## config.mk

```make
export PLATFORM = sky130hd
export DESIGN_NAME = alu_rr_scheduler
export DESIGN_NICKNAME = d
export VERILOG_FILES = /design/src/rtl/alu_pkg.sv /design/src/rtl/rr_arbiter.sv /design/src/rtl/alu_rr_scheduler.sv
export SDC_FILE = /design/constraint.sdc
export NUM_CORES = 1
export LEC_CHECK = 0
export BUFFER_PORTS_ARGS = -buffer_cell sky130_fd_sc_hd__clkbuf_2
export CAP_MARGIN = 20
export CORE_MARGIN = 5
export CORE_UTILIZATION = 35
export DETAILED_ROUTE_END_ITERATION = 10
export PLACE_DENSITY = 0.7
export SLEW_MARGIN = 20
export SYNTH_ARGS = -nofsm -noshare
export SYNTH_HDL_FRONTEND = slang
export SYNTH_SLANG_ARGS = --single-unit
```

## constraint.sdc

```tcl
create_clock -name clk_i -period 1.5 [get_ports clk_i]
set_input_delay 0.15 -clock clk_i [delete_from_list [all_inputs] [get_ports clk_i]]
set_output_delay 0.15 -clock clk_i [all_outputs]
set_load 0.03 [all_outputs]
```

## src/rtl/alu_pkg.sv

```systemverilog
// Shared types for the round-robin ALU scheduler: data/opcode widths and FSM states.
package alu_pkg;

  localparam int ALU_W = 4;
  localparam int OP_W  = 2;
  localparam int CNT_W = 8;

  typedef logic [ALU_W-1:0] alu_data_t;
  typedef logic [OP_W-1:0]  alu_op_t;

  typedef enum logic [1:0] {
    S_IDLE  = 2'd0,
    S_ISSUE = 2'd1,
    S_WAIT  = 2'd2,
    S_RESP  = 2'd3
  } sched_state_e;

endpackage

```

## src/rtl/rr_arbiter.sv

```systemverilog
// Combinational masked-priority round-robin arbiter: the search starts just above
// ptr_i and wraps to bit 0, producing a one-hot grant (all-zero when no request).
module rr_arbiter #(
  parameter int N  = 4,
  parameter int PW = (N > 1) ? $clog2(N) : 1
) (
  input  logic [N-1:0]  req_i,
  input  logic [PW-1:0] ptr_i,
  output logic [N-1:0]  grant_o
);

  logic [N-1:0] hi_s;
  logic [N-1:0] grant_hi_s;
  logic [N-1:0] grant_all_s;

  // Lowest-index pick among requests above the pointer, falling back to a plain pick.
  always_comb begin : pick
    logic seen_hi;
    logic seen_all;
    seen_hi     = 1'b0;
    seen_all    = 1'b0;
    hi_s        = '0;
    grant_hi_s  = '0;
    grant_all_s = '0;
    for (int i = 0; i < N; i++) begin
      hi_s[i]        = req_i[i] & (PW'(i) > ptr_i);
      grant_hi_s[i]  = hi_s[i] & ~seen_hi;
      seen_hi        = seen_hi | hi_s[i];
      grant_all_s[i] = req_i[i] & ~seen_all;
      seen_all       = seen_all | req_i[i];
    end
    grant_o = seen_hi ? grant_hi_s : grant_all_s;
  end

endmodule

```

## src/rtl/alu_rr_scheduler.sv

```systemverilog
// Shares one 4-bit ALU between NUM_REQ requesters: round-robin grant, single
// outstanding op, done-timeout abort, one-cycle response pulse to the owner.
module alu_rr_scheduler
  import alu_pkg::*;
#(
  parameter int NUM_REQ = 4,
  parameter int TIMEOUT = 15
) (
  input  logic                   clk_i,
  input  logic                   resetn_i,
  input  logic [NUM_REQ-1:0]     req_valid_i,
  output logic [NUM_REQ-1:0]     req_ready_o,
  input  logic [4*NUM_REQ-1:0]   req_a_i,
  input  logic [4*NUM_REQ-1:0]   req_b_i,
  input  logic [2*NUM_REQ-1:0]   req_op_i,
  output logic [NUM_REQ-1:0]     rsp_valid_o,
  output logic [3:0]             rsp_result_o,
  output logic                   rsp_err_o,
  output logic [3:0]             alu_a_o,
  output logic [3:0]             alu_b_o,
  output logic [1:0]             alu_op_o,
  output logic                   alu_start_o,
  input  logic [3:0]             alu_result_i,
  input  logic                   alu_done_i,
  output logic                   busy_o
);

  localparam int PTR_W = (NUM_REQ > 1) ? $clog2(NUM_REQ) : 1;
  localparam logic [PTR_W-1:0] PTR_RST  = PTR_W'(NUM_REQ - 1);
  localparam logic [CNT_W-1:0] TMO_LAST = CNT_W'(TIMEOUT - 1);

  sched_state_e       state_q;
  sched_state_e       state_d;
  logic [PTR_W-1:0]   ptr_q;
  logic [PTR_W-1:0]   owner_q;
  logic [NUM_REQ-1:0] owner_oh_q;
  logic [CNT_W-1:0]   cnt_q;
  alu_data_t          alu_a_q;
  alu_data_t          alu_b_q;
  alu_op_t            alu_op_q;
  logic               alu_start_q;
  logic [NUM_REQ-1:0] rsp_valid_q;
  alu_data_t          rsp_result_q;
  logic               rsp_err_q;
  logic               busy_q;

  logic [NUM_REQ-1:0] grant_s;
  logic [PTR_W-1:0]   grant_idx_s;
  alu_data_t          sel_a_s;
  alu_data_t          sel_b_s;
  alu_op_t            sel_op_s;
  logic               accept_s;
  logic               timeout_s;

  rr_arbiter #(
    .N  (NUM_REQ),
    .PW (PTR_W)
  ) u_arb (
    .req_i   (req_valid_i),
    .ptr_i   (ptr_q),
    .grant_o (grant_s)
  );

  assign req_ready_o = grant_s & {NUM_REQ{(state_q == S_IDLE) && resetn_i}};
  assign accept_s    = |req_ready_o;
  assign timeout_s   = (cnt_q == TMO_LAST);

  // One-hot grant to owner index and operand select.
  always_comb begin
    grant_idx_s = '0;
    sel_a_s     = '0;
    sel_b_s     = '0;
    sel_op_s    = '0;
    for (int i = 0; i < NUM_REQ; i++) begin
      grant_idx_s = grant_idx_s | (grant_s[i] ? PTR_W'(i) : {PTR_W{1'b0}});
      sel_a_s     = sel_a_s  | (req_a_i[4*i +: 4]  & {4{grant_s[i]}});
      sel_b_s     = sel_b_s  | (req_b_i[4*i +: 4]  & {4{grant_s[i]}});
      sel_op_s    = sel_op_s | (req_op_i[2*i +: 2] & {2{grant_s[i]}});
    end
  end

  // Next-state logic: done has priority over a coincident timeout in WAIT.
  always_comb begin
    state_d = state_q;
    case (state_q)
      S_IDLE: begin
        if (accept_s) begin
          state_d = S_ISSUE;
        end else begin
          state_d = S_IDLE;
        end
      end
      S_ISSUE: state_d = S_WAIT;
      S_WAIT: begin
        if (alu_done_i || timeout_s) begin
          state_d = S_RESP;
        end else begin
          state_d = S_WAIT;
        end
      end
      S_RESP:  state_d = S_IDLE;
      default: state_d = S_IDLE;
    endcase
  end

  // State, operand/owner capture, timeout counter and registered outputs.
  always_ff @(posedge clk_i) begin
    if (!resetn_i) begin
      state_q      <= S_IDLE;
      ptr_q        <= PTR_RST;
      owner_q      <= '0;
      owner_oh_q   <= '0;
      cnt_q        <= '0;
      alu_a_q      <= '0;
      alu_b_q      <= '0;
      alu_op_q     <= '0;
      alu_start_q  <= 1'b0;
      rsp_valid_q  <= '0;
      rsp_result_q <= '0;
      rsp_err_q    <= 1'b0;
      busy_q       <= 1'b0;
    end else begin
      state_q     <= state_d;
      busy_q      <= (state_d != S_IDLE);
      alu_start_q <= 1'b0;
      rsp_valid_q <= '0;
      case (state_q)
        S_IDLE: begin
          if (accept_s) begin
            alu_a_q     <= sel_a_s;
            alu_b_q     <= sel_b_s;
            alu_op_q    <= sel_op_s;
            owner_q     <= grant_idx_s;
            owner_oh_q  <= grant_s;
            alu_start_q <= 1'b1;
          end
        end
        S_ISSUE: cnt_q <= '0;
        S_WAIT: begin
          cnt_q <= cnt_q + 8'd1;
          if (alu_done_i) begin
            rsp_result_q <= alu_result_i;
            rsp_err_q    <= 1'b0;
            rsp_valid_q  <= owner_oh_q;
          end else if (timeout_s) begin
            rsp_result_q <= 4'd0;
            rsp_err_q    <= 1'b1;
            rsp_valid_q  <= owner_oh_q;
          end
        end
        S_RESP:  ptr_q <= owner_q;
        default: ptr_q <= ptr_q;
      endcase
    end
  end

  assign rsp_valid_o  = rsp_valid_q;
  assign rsp_result_o = rsp_result_q;
  assign rsp_err_o    = rsp_err_q;
  assign alu_a_o      = alu_a_q;
  assign alu_b_o      = alu_b_q;
  assign alu_op_o     = alu_op_q;
  assign alu_start_o  = alu_start_q;
  assign busy_o       = busy_q;

endmodule
```

==> impl_metrics.env, run 1 <==
export IMPL_register_area_sq_um=789.5
export IMPL_diodes=0
export IMPL_wirelength_microns=5188
export IMPL_hold_violations=0
export IMPL_tns_ns=-1.157
export IMPL_syn_area_sq_um=1762
export IMPL_synthCells=194
export IMPL_ir_worst_vdd_uv=677.2
export IMPL_ys_warn_count=0
export IMPL_utilization=0.5571
export IMPL_worst_path_max_fanout=6
export IMPL_path_cells="inv_4 > o21ai_1 > o211a_1 > and3_4 > clkbuf_8"
export IMPL_holdWs_ns=0.1303
export IMPL_cp_endpoint="req_ready_o[3]"
export IMPL_final_common_cell="clkbuf_2"
export IMPL_multiInputGateArea_sq_um=954.7
export IMPL_dieWidth_microns=80.95
export IMPL_dpl_cell_area_sq_um=2295
export IMPL_violations="negative setup slack"
export IMPL_drive_gt1_frac=0.4530
export IMPL_max_freq_mhz=620.7
export IMPL_worst_slack_ns=-0.1111
export IMPL_grt_max_degree=26
export IMPL_dp_hpwl_microns=3686
export IMPL_worst_hold_path_type="input pin to flip-flop"
export IMPL_drt_iter0_drc=120
export IMPL_synth_ff_type="dfxtp_1"
export IMPL_grt_use_total=0.1662
export IMPL_yosysTopAreaCellShare=0.4432
export IMPL_synth_avg_cell_area_sq_um=9.081
export IMPL_fin_cells=365
export IMPL_slew_viol_final=0
export IMPL_most_common_layout_cells="clkbuf_2, dfxtp_1, buf_4"
export IMPL_stdcell_area_sq_um=2684
export IMPL_gr_total_overflow=0
export IMPL_via_per_inst=5.195
export IMPL_cts_tree="built"
export IMPL_max_stage_delay_ns=0.39
export IMPL_synth_edf_count=0
export IMPL_clock_latency_ns=0.29
export IMPL_die_h_microns=80.95
export IMPL_r2r_worst_path_cells=7
export IMPL_syn_to_final_growth_pct=52.34
export IMPL_rows=25
export IMPL_synth_cell_types=35
export IMPL_maxSlewHeadroom=0.7099
export IMPL_crit_type="flip-flop to output pin"
export IMPL_synth_area_leader_cell="dfxtp_1"
export IMPL_clk_pin_slew_ns=0.08
export IMPL_final_nets=353
export IMPL_cp_slowest_cell="dfxtp_4"
export IMPL_critPathTopFamily="flip-flops"
export IMPL_dr_pass1_iters=5
export IMPL_clockBufferDepth=2
export IMPL_postSynth_asyncResetShare=0
export IMPL_required_ns=1.35
export IMPL_skew_ns=0.006643
export IMPL_dp_worst_setup_slack_ns=-0.06771
export IMPL_ys_seq_elements=39
export IMPL_antenna_found_initial=0
export IMPL_dieArea_sq_um=6552
export IMPL_drv_cap=0
export IMPL_ios=76
export IMPL_cellPowerDensity_nw_per_um2=1226
export IMPL_cts_max_level=2
export IMPL_r2r_setup_slack_ns=-0.10
export IMPL_endpoint_kind="output pin"
export IMPL_grt_pass1_vias=1867
export IMPL_critical_path_buf_inv_count=2
export IMPL_globalplace_congestion=0.7768
export IMPL_fillers=450
export IMPL_finalCriticalPeriod_ns=1.611
export IMPL_cts_sinks=39
export IMPL_arrival_ns=1.46
export IMPL_min_period_over_period=1.074
export IMPL_numCtsBuffers=5
export IMPL_port_buffer_count=75
export IMPL_power_leakage_nw=1.256
export IMPL_cp_depth=5
export IMPL_cts_root_buf="clkbuf_8"
export IMPL_critical_path_startpoint="ptr_q[1]$_SDFFE_PN1N_"
export IMPL_tightest_slew_ns=0.4352
export IMPL_finalSetupViolations=17
export IMPL_power_total_mw=3.290
export IMPL_ys_top_cells_by_area="dfxtp_1, a21oi_1, a222oi_1, o21ai_0, ha_1"
export IMPL_initial_core_util=0.3657
export IMPL_vias=1896
export IMPL_reg2reg_to="alu_b_o[0]$_SDFFE_PN0P_"
export IMPL_core_sq_um=4817
export IMPL_status="finished, violations left"
export IMPL_wl_per_cell_microns=14.21
export IMPL_antenna_left=0
export IMPL_drc=0
export IMPL_startpoint_type="flip-flop"
export IMPL_crit_reg2reg_launch="ptr_q[1]$_SDFFE_PN1N_"
export IMPL_dp_cells=340
export IMPL_rsz0062_at_grt="yes"
export IMPL_grt_pass1_wl_microns=8411
export IMPL_ys_seq_area_frac=0.4432
export IMPL_syn_nets=250
==> layer usage <==
metal | wire length [microns] | part of all wire | GRT usage | up-vias
met5 | 0 | 0 | 0 | -
met4 | 97 | 0.019 | 0.07264 | 0
met3 | 314 | 0.061 | 0.04102 | 9
met2 | 2531 | 0.49 | 0.2833 | 70
met1 | 2245 | 0.43 | 0.1974 | 883
li1 | - | - | - | 934
==> report_power, final <==
group / internal, mW / switching [mW]
sequential: 1.17 / 0.0720
clock: 0.495 / 0.383
combinational: 0.515 / 0.658
total: 2.18 / 1.11
==> timing repair <==
item | in CTS | in global routing
buffers inserted | 14 | 5
pin swaps | 9 | 14
endpoints found under the setup margin | 18 | 25
hold buffers | 0 | 0
resized for setup | 26 | 12
==> state kept, by name (all words and copies together), names as in the netlist, 2 cells and up <==
signal and count:
ptr_q 2, rsp_valid_o 4, owner_oh_q 4, cnt_q 8, alu_op_o 2, owner_q 2, alu_b_o 4, alu_a_o 4
rsp_result_o 4, state_q 2
==> cells by family (layout without fill, tap and decap cells) <==
| family | Yosys count | after routing | share of synthesized area |
|---|---|---|---|
| AOI/OAI and AO/OA | 79 | 79 | 0.3054 |
| and+or+nand+nor | 48 | 48 | 0.1449 |
| DFF | 39 | 39 | 0.4432 |
| buffers and inverters | 19 | 123 | 0.05113 |
| adders and majority gates | 5 | 5 | 0.03551 |
| xor gates and xnor gates | 4 | 4 | 0.01988 |
==> worst reg2reg max path, stage by stage (launching register included) <==
cell,delay [ns]
dfxtp_4,0.37
inv_4,0.08
o22ai_2,0.10
o211a_1,0.24
buf_6,0.13
buf_4,0.14
a222oi_1,0.31
a21oi_1,0.12
==> worst min path at each step <==
stage | startpoint | to | slack (ns) | depth (start not counted)
after global placement | req_b_i[3] | alu_b_o[3]$_SDFFE_PN0P_ | 0.43 | 3
after detailed placement | req_op_i[0] | alu_op_o[0]$_SDFFE_PN0P_ | 0.44 | 3
final | req_a_i[5] | alu_a_o[1]$_SDFFE_PN0P_ | 0.13 | 3
after global routing | req_a_i[6] | alu_a_o[2]$_SDFFE_PN0P_ | 0.13 | 3
after floorplan | alu_done_i | rsp_err_o$_SDFFE_PN0P_ | 0.34 | 2
after CTS | req_a_i[6] | alu_a_o[2]$_SDFFE_PN0P_ | 0.12 | 3
==> synthesized netlist by cell type, drive strengths merged, types with 2 or more instances <==
| master | n |
|---|---|
| dfxtp | 39 |
| nand4 | 3 |
| o211a | 4 |
| nor2b | 8 |
| nand2 | 10 |
| or3 | 2 |
| inv | 6 |
| a22oi | 2 |
| o211ai | 2 |
| o221a | 2 |
| a32oi | 4 |
| nor2 | 9 |
| xor2 | 4 |
| and3 | 10 |
| clkbuf | 8 |
| a21oi | 27 |
| o21ai | 20 |
| buf | 5 |
| ha | 5 |
| o21a | 4 |
| and2 | 3 |
| a222oi | 10 |
==> area by class of cell <==
| class | instances | share of cell area |
|---|---|---|
| multi-input cells | 136 | 0.3557 |
| flip-flops and latches | 39 | 0.2942 |
| repair buffers | 109 | 0.2667 |
| well taps | 67 | 0.03124 |
| clock buffers | 5 | 0.02564 |
| clock inverters | 3 | 0.01632 |
| inverters | 6 | 0.01026 |
No activity file was read; power rests on OpenSTA's default activity.
==> run 2, diff against run 1 <==
--- a/config.mk
+++ b/config.mk
@@ -8,9 +8,9 @@
 export BUFFER_PORTS_ARGS = -buffer_cell sky130_fd_sc_hd__clkbuf_2
 export CAP_MARGIN = 20
 export CORE_MARGIN = 5
-export CORE_UTILIZATION = 35
+export CORE_UTILIZATION = 42
 export DETAILED_ROUTE_END_ITERATION = 10
-export PLACE_DENSITY = 0.7
+export PLACE_DENSITY = 0.75
 export SLEW_MARGIN = 20
 export SYNTH_ARGS = -nofsm -noshare
 export SYNTH_HDL_FRONTEND = slang
==> run 2 against run 1 <==
Routed wire length rose by 9.2%. Register-to-register slack worse by 0.04 ns. Via count grew 3.7%. Clock power grew 1%. Core utilization grew 11 points. Sequential share of layout area about the same. Clock skew shrank 0.0039 ns. Cell count down 4.9%. Sequential cell count is the same. The flow still finishes with violations (negative setup slack). Sequential power is essentially flat. Critical path depth increased by 2.
==> impl_metrics.env, run 2 (synthesized netlist as in run 1, its figures left out) <==
export IMPL_crit_type="flip-flop to flip-flop"
export IMPL_regMostFlops="cnt_q"
export IMPL_grt_pass1_vias=1997
export IMPL_grt_max_degree=19
export IMPL_dp_hpwl_microns=3745
export IMPL_vias=1967
export IMPL_cts_max_level=2
export IMPL_ctsHoldBuffers=0
export IMPL_path_cells="inv_6 > o22ai_2 > o211a_1 > buf_6 > buf_8 > a222oi_1 > a21oi_1"
export IMPL_initial_core_util=0.4373
export IMPL_wirelength_microns=5667
export IMPL_cts_sinks=39
export IMPL_critPathTopFamily="compound AO/OA/AOI/OAI gates"
export IMPL_dieArea_sq_um=5590
export IMPL_largest_register_ffs=8
export IMPL_finalSetupViolations=17
export IMPL_clk_pin_slew_ns=0.08
export IMPL_globalplace_congestion=0.8365
export IMPL_maxSlewHeadroom=0.7764
export IMPL_syn_to_final_growth_pct=53.05
export IMPL_grt_use_total=0.2016
export IMPL_dpl_cell_area_sq_um=2323
export IMPL_max_freq_mhz=608.9
export IMPL_tns_ns=-1.582
export IMPL_utilization=0.6693
export IMPL_antenna_found_initial=0
export IMPL_antenna_left=0
export IMPL_max_stage_delay_ns=0.38
export IMPL_drv_cap=0
export IMPL_rows=23
export IMPL_stdcell_area_sq_um=2696
export IMPL_diodes=0
export IMPL_drc=0
export IMPL_cts_tree="built"
export IMPL_worst_hold_path_type="input pin to flip-flop"
export IMPL_die_h_microns=74.77
export IMPL_arrival_ns=1.81
export IMPL_drt_iter0_drc=179
export IMPL_core_sq_um=4029
export IMPL_clockBufferDepth=2
export IMPL_critical_path_buf_inv_count=3
export IMPL_ios=76
export IMPL_power_leakage_nw=1.255
export IMPL_tightest_slew_ns=0.3354
export IMPL_endpoint_kind="flip-flop"
export IMPL_clock_latency_ns=0.29
export IMPL_power_total_mw=3.369
export IMPL_cts_root_buf="clkbuf_8"
export IMPL_dp_cells=328
export IMPL_slew_viol_final=0
export IMPL_final_common_cell="clkbuf_2"
export IMPL_worst_path_max_fanout=6
export IMPL_cp_slowest_cell="dfxtp_4"
export IMPL_wl_per_cell_microns=16.33
export IMPL_finalCriticalPeriod_ns=1.642
export IMPL_numCtsBuffers=5
export IMPL_dp_worst_setup_slack_ns=-0.1310
export IMPL_violations="negative setup slack"
export IMPL_holdWs_ns=0.1287
export IMPL_min_period_over_period=1.095
export IMPL_skew_ns=0.002719
export IMPL_cellPowerDensity_nw_per_um2=1250
export IMPL_startpoint_type="flip-flop"
export IMPL_most_common_layout_cells="clkbuf_2, dfxtp_1, buf_4"
export IMPL_required_ns=1.67
export IMPL_port_buffer_count=75
export IMPL_dieWidth_microns=74.77
export IMPL_ir_worst_vdd_uv=726.0
export IMPL_hold_violations=0
export IMPL_status="finished, violations left"
export IMPL_final_nets=352
export IMPL_gr_total_overflow=0
export IMPL_grt_pass1_wl_microns=8707
export IMPL_dr_pass1_iters=5
export IMPL_drive_gt1_frac=0.4714
export IMPL_worst_slack_ns=-0.1423
export IMPL_via_per_inst=5.669
export IMPL_rsz0062_at_grt="yes"
export IMPL_fin_cells=347
-- run 2: cell count changes in the layout (fill, tap and decap cells not counted), sizes merged --
cell / delta
clkbuf: -1
-- run 2: worst paths after layout --
check                                                start                   endpoint  slack [ns]  cells past startpoint
worst max register to register       ptr_q[1]$_SDFFE_PN1N_    alu_b_o[1]$_SDFFE_PN0P_       -0.14                      7
worst min-delay path                           req_op_i[3]   alu_op_o[1]$_SDFFE_PN0P_        0.13                      3
worst min register to register  owner_oh_q[1]$_SDFFE_PN0P_  rsp_valid_o[1]$_SDFF_PN0_        0.48                      1
worst max-delay path                 ptr_q[1]$_SDFFE_PN1N_    alu_b_o[1]$_SDFFE_PN0P_       -0.14                      7
-- run 2: layout make-up --
cell class,instances,area (sq um)
clock buffer,5,68.82
clock inverter,3,43.79
fill,311,1333
inverter,6,30.03
multi-input combinational,136,970.9
sequential,39,792.0
tap,50,62.56
timing repair buffer,108,728.2
-- run 2: power by group --
group	switching, mW	leakage, nW	internal, mW
clock network	0.392	0.0581	0.495
registers	0.0742	0.320	1.17
logic	0.691	0.877	0.550
total	1.16	1.26	2.21
-- run 2: metal layers --
layer,part of all wire,routed length (microns),global-route usage,vias up
li1,-,-,-,938
met4,0.020,114,0.08893,0
met1,0.40,2285,0.2422,924
met5,0,0,0,-
met2,0.50,2837,0.3454,94
met3,0.076,429,0.04406,11
-- run 2: repair_timing --
| action | in CTS | in global routing |
|---|---|---|
| resized for setup | 23 | 25 |
| hold endpoints to repair | 0 | 0 |
| pin swaps | 8 | 18 |
| buffers inserted | 7 | 3 |
| gates cloned | 0 | 1 |
| endpoints found under the setup margin | 22 | 27 |
-- run 2: worst register-to-register path: cells and delay by family, from the launching register on --
kind            cells  cell delay (ns)
flops               1             0.38
compound gates      4             0.79
buf+inv             3             0.35
